--- src/rtl/fetch_stage_if.sv ---
// Signal bundle between the fetch stage, the instruction memory port and the decoder.
// master = fetch stage side; slave = memory/decoder side.
interface fetch_stage_if;
    logic        imem_req_o;
    logic [31:0] imem_addr_o;
    logic        imem_gnt_i;
    logic        imem_rvalid_i;
    logic [31:0] imem_rdata_i;
    logic        redirect_i;
    logic [31:0] redirect_addr_i;
    logic [31:0] instr_o;
    logic [31:0] instr_addr_o;
    logic        instr_valid_o;
    logic        instr_ready_i;

    modport master (
        output imem_req_o, imem_addr_o, instr_o, instr_addr_o, instr_valid_o,
        input  imem_gnt_i, imem_rvalid_i, imem_rdata_i, redirect_i, redirect_addr_i,
               instr_ready_i
    );

    modport slave (
        input  imem_req_o, imem_addr_o, instr_o, instr_addr_o, instr_valid_o,
        output imem_gnt_i, imem_rvalid_i, imem_rdata_i, redirect_i, redirect_addr_i,
               instr_ready_i
    );
endinterface

--- src/rtl/fetch_stage.sv ---
// Instruction fetch + realignment: one outstanding word read, a small word FIFO,
// and an aligner that extracts 16/32-bit instructions at any halfword PC.
module fetch_stage #(
    parameter logic [31:0] RESET_ADDR = 32'h0000_0000,
    parameter int unsigned FIFO_DEPTH = 2
) (
    input  logic          clk,
    input  logic          rst,
    fetch_stage_if.master bus_io
);
    localparam int unsigned PW = $clog2(FIFO_DEPTH);
    localparam int unsigned CW = PW + 1;

    typedef enum logic [0:0] {S_REQ, S_WAIT} state_t;

    state_t        state_q, state_d;
    logic [31:0]   fetch_addr_q, fetch_addr_d;
    logic [31:0]   pc_q, pc_d;
    logic          discard_q, discard_d;
    logic [PW-1:0] rd_ptr_q, rd_ptr_d;
    logic [PW-1:0] wr_ptr_q, wr_ptr_d;
    logic [CW-1:0] cnt_q, cnt_d;
    logic [31:0]   last_instr_q, last_instr_d;
    logic [31:0]   mem_q [FIFO_DEPTH];

    logic [PW-1:0] rd_nxt;
    logic [31:0]   head, nxt, aligned;
    logic [15:0]   half;
    logic          is_comp, need_two, have;
    logic          redir, req, accept, push, pop, valid, consume;

    // Aligner: everything is decoded straight from the FIFO head and the entry behind it.
    always_comb begin
        rd_nxt   = rd_ptr_q + PW'(1);
        head     = mem_q[rd_ptr_q];
        nxt      = mem_q[rd_nxt];
        half     = pc_q[1] ? head[31:16] : head[15:0];
        is_comp  = (half[1:0] != 2'b11);
        need_two = pc_q[1] & ~is_comp;
        have     = need_two ? (cnt_q >= CW'(2)) : (cnt_q != '0);
        if (is_comp) begin
            aligned = {16'h0000, half};
        end else if (pc_q[1]) begin
            aligned = {nxt[15:0], head[31:16]};
        end else begin
            aligned = head;
        end
    end

    assign redir   = bus_io.redirect_i;
    assign req     = (state_q == S_REQ) && (cnt_q < CW'(FIFO_DEPTH)) && !rst;
    assign accept  = req & bus_io.imem_gnt_i;
    assign push    = (state_q == S_WAIT) & bus_io.imem_rvalid_i & ~discard_q & ~redir;
    assign valid   = have & ~redir;
    assign consume = valid & bus_io.instr_ready_i;
    // A consumed instruction leaves its word when it starts in the upper half or is 32-bit.
    assign pop     = consume & (pc_q[1] | ~is_comp);

    assign bus_io.imem_req_o    = req;
    assign bus_io.imem_addr_o   = fetch_addr_q;
    assign bus_io.instr_valid_o = valid;
    assign bus_io.instr_o       = have ? aligned : last_instr_q;
    assign bus_io.instr_addr_o  = pc_q;

    always_comb begin
        state_d      = state_q;
        fetch_addr_d = fetch_addr_q;
        discard_d    = discard_q;
        unique case (state_q)
            S_REQ: begin
                if (accept) begin
                    state_d      = S_WAIT;
                    fetch_addr_d = fetch_addr_q + 32'd4;
                end
            end
            S_WAIT: begin
                if (bus_io.imem_rvalid_i) begin
                    state_d   = S_REQ;
                    discard_d = 1'b0;
                end
            end
            default: state_d = S_REQ;
        endcase
        // A read still in flight after the redirect edge belongs to the old path.
        if (redir) begin
            fetch_addr_d = bus_io.redirect_addr_i & 32'hFFFF_FFFC;
            if (((state_q == S_WAIT) && !bus_io.imem_rvalid_i) ||
                ((state_q == S_REQ) && accept)) begin
                discard_d = 1'b1;
            end
        end
    end

    always_comb begin
        rd_ptr_d     = rd_ptr_q;
        wr_ptr_d     = wr_ptr_q;
        cnt_d        = cnt_q;
        pc_d         = pc_q;
        last_instr_d = have ? aligned : last_instr_q;
        if (redir) begin
            rd_ptr_d = '0;
            wr_ptr_d = '0;
            cnt_d    = '0;
            pc_d     = bus_io.redirect_addr_i & 32'hFFFF_FFFE;
        end else begin
            if (push) begin
                wr_ptr_d = wr_ptr_q + PW'(1);
            end
            if (pop) begin
                rd_ptr_d = rd_nxt;
            end
            cnt_d = cnt_q + CW'(push) - CW'(pop);
            if (consume) begin
                pc_d = pc_q + (is_comp ? 32'd2 : 32'd4);
            end
        end
    end

    always_ff @(posedge clk) begin
        if (rst) begin
            state_q      <= S_REQ;
            fetch_addr_q <= RESET_ADDR & 32'hFFFF_FFFC;
            pc_q         <= RESET_ADDR;
            discard_q    <= 1'b0;
            rd_ptr_q     <= '0;
            wr_ptr_q     <= '0;
            cnt_q        <= '0;
            last_instr_q <= 32'h0000_0000;
        end else begin
            state_q      <= state_d;
            fetch_addr_q <= fetch_addr_d;
            pc_q         <= pc_d;
            discard_q    <= discard_d;
            rd_ptr_q     <= rd_ptr_d;
            wr_ptr_q     <= wr_ptr_d;
            cnt_q        <= cnt_d;
            last_instr_q <= last_instr_d;
        end
    end

    always_ff @(posedge clk) begin
        if (push) begin
            mem_q[wr_ptr_q] <= bus_io.imem_rdata_i;
        end
    end
endmodule
--- src/flat_wrapper.sv ---
// flat-port wrapper written by rule: the top's interface ports become plain ports
module fetch_stage_flat 
#(
    parameter logic [31:0] RESET_ADDR = 32'h0000_0000,
    parameter int unsigned FIFO_DEPTH = 2
)
  (clk, rst, bus_io_imem_req_o, bus_io_imem_addr_o, bus_io_instr_o, bus_io_instr_addr_o, bus_io_instr_valid_o, bus_io_imem_gnt_i, bus_io_imem_rvalid_i, bus_io_imem_rdata_i, bus_io_redirect_i, bus_io_redirect_addr_i, bus_io_instr_ready_i);
  fetch_stage_if bus_io_i ();
  input  logic clk;
  input  logic rst;
  output wire logic [$bits(bus_io_i.imem_req_o)-1:0] bus_io_imem_req_o;
  output wire logic [$bits(bus_io_i.imem_addr_o)-1:0] bus_io_imem_addr_o;
  output wire logic [$bits(bus_io_i.instr_o)-1:0] bus_io_instr_o;
  output wire logic [$bits(bus_io_i.instr_addr_o)-1:0] bus_io_instr_addr_o;
  output wire logic [$bits(bus_io_i.instr_valid_o)-1:0] bus_io_instr_valid_o;
  input wire logic [$bits(bus_io_i.imem_gnt_i)-1:0] bus_io_imem_gnt_i;
  input wire logic [$bits(bus_io_i.imem_rvalid_i)-1:0] bus_io_imem_rvalid_i;
  input wire logic [$bits(bus_io_i.imem_rdata_i)-1:0] bus_io_imem_rdata_i;
  input wire logic [$bits(bus_io_i.redirect_i)-1:0] bus_io_redirect_i;
  input wire logic [$bits(bus_io_i.redirect_addr_i)-1:0] bus_io_redirect_addr_i;
  input wire logic [$bits(bus_io_i.instr_ready_i)-1:0] bus_io_instr_ready_i;
  assign bus_io_imem_req_o = bus_io_i.imem_req_o;
  assign bus_io_imem_addr_o = bus_io_i.imem_addr_o;
  assign bus_io_instr_o = bus_io_i.instr_o;
  assign bus_io_instr_addr_o = bus_io_i.instr_addr_o;
  assign bus_io_instr_valid_o = bus_io_i.instr_valid_o;
  assign bus_io_i.imem_gnt_i = bus_io_imem_gnt_i;
  assign bus_io_i.imem_rvalid_i = bus_io_imem_rvalid_i;
  assign bus_io_i.imem_rdata_i = bus_io_imem_rdata_i;
  assign bus_io_i.redirect_i = bus_io_redirect_i;
  assign bus_io_i.redirect_addr_i = bus_io_redirect_addr_i;
  assign bus_io_i.instr_ready_i = bus_io_instr_ready_i;
  fetch_stage #(.RESET_ADDR(RESET_ADDR), .FIFO_DEPTH(FIFO_DEPTH)) u_core (.clk(clk), .rst(rst), .bus_io(bus_io_i));
endmodule
--- config.mk ---
export PLATFORM = sky130hd
export DESIGN_NAME = fetch_stage_flat
export DESIGN_NICKNAME = d
export VERILOG_FILES = /design/src/rtl/fetch_stage_if.sv /design/src/rtl/fetch_stage.sv /design/src/flat_wrapper.sv
export SDC_FILE = /design/constraint.sdc
export NUM_CORES = 1
export LEC_CHECK = 0
export BUFFER_PORTS_ARGS = -buffer_cell sky130_fd_sc_hd__buf_2
export CAP_MARGIN = 10
export CELL_PAD_IN_SITES_DETAIL_PLACEMENT = 1
export CELL_PAD_IN_SITES_GLOBAL_PLACEMENT = 1
export CORE_MARGIN = 2
export CORE_UTILIZATION = 42
export CTS_CLUSTER_DIAMETER = 50
export DETAILED_ROUTE_END_ITERATION = 10
export GPL_ROUTABILITY_DRIVEN = 0
export HOLD_SLACK_MARGIN = 0.08
export PLACE_DENSITY_LB_ADDON = 0.05
export SLEW_MARGIN = 0
export SYNTH_ARGS = -nofsm -noshare
export SYNTH_HDL_FRONTEND = slang
export SYNTH_SLANG_ARGS = --single-unit
export TNS_END_PERCENT = 100
--- constraint.sdc ---
create_clock -name clk -period 7.1 [get_ports clk]
set_clock_uncertainty 0.15 [all_clocks]
set_input_delay 2.13 -clock clk [delete_from_list [all_inputs] [get_ports clk]]
set_output_delay 2.13 -clock clk [all_outputs]
set_load 0.005 [all_outputs]
# --- Word level (Yosys, flattened, before mapping) ---
# Memory sizes are Yosys's and may differ from the RTL's. A register that Yosys moved wholly into a read port is not among the register bits.
# Index checks and enable logic that the tools add are counted.
op_classes:
  n_addsub: 6
  n_reduce_logical: 13
  magnitude_cmp: 2
  n_eq_ne: 2
  bitwise: 13
  n_mux: 22
ops:
  columns: ["operator", "n"]
  rows:
  - ["32-bit 2-to-1 mux", 8]
  - ["32-bit by 3-bit adder with 32-bit output, second input constant", 1]
  - ["32-bit adder", 1]
  - ["16-bit 2-to-1 mux", 1]
  - ["1-bit 2-to-1 mux", 11]
  - ["1-bit AND", 8]
  - ["2-bit nonzero test", 3]
  - ["1-bit logical AND", 4]
  - ["2-bit inequality test, second input constant", 2]
  - ["1-bit inverter", 4]
  - ["2-bit AND reduction", 2]
  - ["3-bit 2-to-1 mux", 1]
  - ["1-bit adder, second input constant", 2]
  - ["2-bit by 1-bit adder with 2-bit output", 1]
  - ["2-bit >= comparator, second input constant", 1]
  - ["1-bit zero test", 2]
  - ["2-bit < comparator, second input constant", 1]
  - ["1-bit case mux with 2 select lines", 1]
  - ["2-bit OR reduction", 1]
  - ["2-bit by 1-bit subtractor with 2-bit output", 1]
  - ["1-bit logical OR", 1]
  - ["1-bit OR", 1]
word_totals:
  word_cells: 69
  reg_bits: 102
  in_bits: 70
  mem_count: 1
  ramBits: 64
  output_inout_bits: 98
mem_list:
  columns: ["memory", "depth", "width", "rd", "rd_clocked_by_memory_dff", "wr", "line", "rtl"]
  rows:
  - ["u_core.mem_q", 2, 32, 2, 1, 1, "fetch_stage.sv:24", "logic [31:0] mem_q [FIFO_DEPTH];"]

# --- Logic depth before layout (Yosys ltp) ---
logic_depth:
  depth_word: 10
  depth_mapped: 11
  depth_no_buf: 9

# --- Worst setup path before layout ---
# OpenSTA, ideal clock, no wires.
synth_timing:
  kind: "input -> register"
  startpoint: "input port bus_io_redirect_i"
  endpoint: "memory u_core.mem_q[0][0] (enable)"
  path_buffers: 2
  setup_slack_ns: 0.739
  cell_stages: 3
  arrival_ns: 5.710
  setup_time_ns: 0.502
  required_time_ns: 6.448
  cell_sequence: "clkbuf_1 buf_1 nor4_1"
synth_via:
  elab_chain_len: 4
synth_rtl:
  columns: ["element", "line", "rtl"]
  rows:
  - ["start: declaration", "flat_wrapper.sv:19", "input wire logic [$bits(bus_io_i.redirect_i)-1:0] bus_io_redirect_i;"]
  - ["1-bit inverter", "fetch_stage.sv:53", "assign push = (state_q == S_WAIT) & bus_io.imem_rvalid_i & ~discard_q & ~redir;"]
  - ["1-bit AND", "fetch_stage.sv:53", null]
  - ["1-bit 2-to-1 mux", "fetch_stage.sv:142", "if (push) begin"]
  - ["1-bit 2-to-1 mux (not written as such)", "fetch_stage.sv:143", "mem_q[wr_ptr_q] <= bus_io.imem_rdata_i;"]
  - ["end: declaration", "fetch_stage.sv:24", null]
# No other way between the ends.

==> summary.md <==
| Metric | Value |
|---|---|
| Floorplan row count | `50` |
| Setup_tns | `0 ns` |
| Routed Antenna Nets | `0` |
| Nets@finish | `approximately 970` |
| Cells after Synth | `751` |
| CTS clk-pin slew, worst paths | `0.07 ns` |
| Area grow syn2layout | `19.84%` |
| Clock power frac | `44.2%` |
| Sw frac | `around 25%` |
| Crit share post-route | `roughly 85%` |
| Initial antenna violation count | `4` |
| Core Area | `18580 µm²` |
| Worst slew margin | `~16%` |
| Setup violations, final | `0` |
| Power, Total | `2.173 mW` |
| Pins over their slew limit | `0` |
| Post-cts sizing count | `0` |
| Vias in the first global route | `6569` |
| Seq/Total Area, Yosys | `49.63%` |
| Asr flop ratio synth | `0%` |
| Sequential power share | `between 40 and 50%` |
| DRT iter0 DRCs | `287` |
| Max FO, Critical Path | `38` |
| RSZ-0062 raised after global routing | `false` |
| Pwr dens | `229.4 nW/µm²` |
| CTS Buf Count | `17` |
| Type of the worst setup path | `reg2out` |
| Layout cell share with drive strength beyond 1 | `between 20% and 30%` |
| Vias | `6346` |
| Startpoint types | `flip-flop` |
| Leak | `3.606 nW` |
| Worst-case reg-to-reg path depth | `8` |
| CTS sink count | `164` |
| Hold endpoint | `u_core.bus_io.instr_addr_o[31]$_SDFFE_PP0P_` |
| DP Cell Count | `1105` |
| NetSw | `about 550 µW` |
| Yosys warns | `0` |
| Top_reg_cell synth | `dfxtp_1` |
| FMAX | `0.1659 GHz` |
| Multi-input logic area | `~3700 µm²` |
| Worst slack at placement | `1.473 ns` |
| Clk Latency, worst-skew pair | `0.43 ns` |
| Peak VDD IR | `between 0.15 and 0.2 mV` |
| Cell Int Power | `1.622 mW` |
| IO Pins | `168` |
| Critical Path End Type | `output port` |
| First-pass GRT wire length | `34.73 mm` |
| Hold Path Origin | `u_core.bus_io.instr_addr_o[31]$_SDFFE_PP0P_` |
| Total gr overflow | `0` |
| DR vias/cell | `approximately 5.6` |
| Worst R2R Setup Slack | `about 3.5 ns` |
| Chip height | `roughly 140 µm` |
| FF/Latch Area | `around 3900 µm²` |
| Post-DP HPWL | `15.18 mm` |
| Starting Density | `42.55%` |
| Critical Path AT | `3.75 ns` |
| CTS H-tree depth | `4` |
| HP Class | `reg2reg` |
| Post-synth EDFFs | `64` |
| Critical Path RT | `4.82 ns` |
| Max cap viols | `0` |
| WL per Instance | `19.24 µm` |
| DR pass1 iterations | `4` |
| Worst Max-Slew Pin Slew | `1.262 ns` |
| Endpoints failing hold | `0` |
| Hold path cells | `2` |
| Non-filler instance count after layout | `1140` |
| DRC | `0` |
| Post-synthesis register bit count | `164` |
| Comb power frac | `7.8%` |
| Worst r2r src | `u_core.bus_io.instr_addr_o[1]$_SDFFE_PP0P_` |
| Post-synth cell types | `63` |
| Period minus WS final | `6.027 ns` |
| Postcts setup bufs | `0` |
| Total GRT Usage | `22.20%` |
| Area after DPL | `around 9000 µm²` |
| Outcome | `finished, final reports clean` |
| Pin count of the biggest net entering global routing | `73` |
| Filler cell count | `2082` |
| CTS Root Cell | `clkbuf_16` |
| Final wirelength | `21.93 mm` |
| Port buffer count | `163` |
| R2R Path End | `u_core.bus_io.instr_addr_o[17]$_SDFFE_PP0P_` |
| Clock buffer depth | `2` |
| Die area | `19940 µm²` |
| Die width | `141.2 µm` |
| CTS Hold Bufs | `0` |
| Final WS setup | `1.073 ns` |
| Avg Inst Size Synth | `10.53 µm²` |
| CTS tree | `yes` |
| Post-route design area | `between 9000 and 10000 µm²` |
| Cell Area, Synth | `between 7000 and 8000 µm²` |
[synthesized netlist by cell type, types with 7 or more instances]
library cell  count  area share [%]
and2_1           37             2.9
buf_2            11            0.70
xnor2_1          31             3.4
a21boi_1         10            0.95
nor2_1           34             1.6
edfxtp_1         64              24
o21ai_0          34             2.2
a21oi_1          22             1.4
inv_1            11            0.52
nor4_1            7            0.55
and4_1           13             1.4
dfxtp_1         100              25
nor3_1           38             2.4
o31a_1           14             1.6
nand4_1          11            0.87
nand2_1          57             2.7
mux2i_1          33             4.2
clkbuf_1         29             1.4
mux2_2           20             2.8
nor4_2           10             1.6
xor2_1            7            0.78
a22o_1           16             1.8
o21a_1           30             2.8
a21boi_0         18             1.7
nand3_1          19             1.2
[layer usage]
layer	share of wire [%]	routed length, µm	up-vias	global-route usage (%)
met5	0.050	11	-	0
li1	-	-	3050	-
met2	50	10990	165	39.58
met3	5.1	1128	29	4.688
met1	43	9368	3100	26.43
met4	2.0	437	2	7.947
[flip-flops by register name, indices dropped and copies added, names as in the netlist, named ones only]
register and cells:
u_core.bus_io.instr_addr_o 31, u_core.last_instr_q 32, u_core.state_q 1, u_core.discard_q 1
u_core.rd_ptr_q 1, u_core.cnt_q 2, u_core.mem_q 64, u_core.wr_ptr_q 1
u_core.bus_io.imem_addr_o 30
[layout make-up]
type                            instances  share of cell area, %
Sequential cell                       164                  41.42
Timing Repair Buffer                  171                  9.243
Multi-Input combinational cell        524                  39.23
Inverter                               13                 0.5150
Antenna cell                            2                0.05282
Clock inverter                         14                  1.915
Tap cell                              234                  3.090
Clock buffer                           18                  4.529
[cells by family after synthesis]
| logic type | after synthesis | share of synthesized area [%] |
|---|---|---|
| simple gates | 252 | 18.44 |
| buf+inv | 65 | 3.640 |
| fa+ha+maj | 4 | 0.6330 |
| mux | 55 | 7.596 |
| compound gates | 172 | 15.81 |
| xor+xnor | 38 | 4.210 |
| other cells | 1 | 0.04743 |
| flops | 164 | 49.63 |
[power by group through the flow]
stage	Sequential, mW	Clock, mW	Combinational [mW]
2_1_floorplan	1.06	0	0.0939
3_3_place_gp	1.06	0	0.164
3_5_place_dp	1.07	0	0.170
4_1_cts	1.04	0.983	0.171
5_1_grt	1.05	1.02	0.187
6_report	1.04	0.960	0.169
[placed cells by master, fill, tap and decap left out, drive strengths merged, types with 4 or more instances in the layout]
master,n
clkbuf,18
o21ai,34
and2,37
o31a,14
dfxtp,100
nand3,19
edfxtp,64
mux2,20
mux2i,33
nor4,17
nand2,57
o31ai,6
ha,4
buf,171
and4,13
a21boi,28
and3,4
inv,22
a22o,16
xor2,7
a21oi,22
nor2,34
xnor2,31
a211oi,7
nand4,13
nor4b,5
nor3,38
o21a,30
[critical path, cell delays in order, from the launching register on]
cell and delay (ns):
dfxtp_2 1.01, nand4_1 0.39, a31oi_4 0.85, nor2_1 0.41, buf_4 0.30, a22o_1 0.22
buf_2 0.14
[metrics by stage]
stage	util, %	hold WS, ns
global placement	47.64	0.3764
global route	51.00	0.4450
floorplan	-	0.3445
CTS	50.93	0.4201
detailed placement	47.64	0.4053
finish	51.00	0.4151
[how the worst max path moves through the flow]
stage	start	cells after the start	endpoint	slack (ns)
2_1_floorplan	bus_io_redirect_i	3	u_core.mem_q[0][0]$_DFFE_PP_	0.74
3_5_place_dp	flip-flop	6	bus_io_instr_o[25]	1.47
5_1_grt	flip-flop	6	bus_io_instr_o[30]	0.79
3_3_place_gp	flip-flop	6	bus_io_instr_o[25]	1.53
4_1_cts	flip-flop	6	bus_io_instr_o[25]	1.00
6_report	flip-flop	6	bus_io_instr_o[25]	1.07
Note: power is estimated with default switching activity, not from simulation.
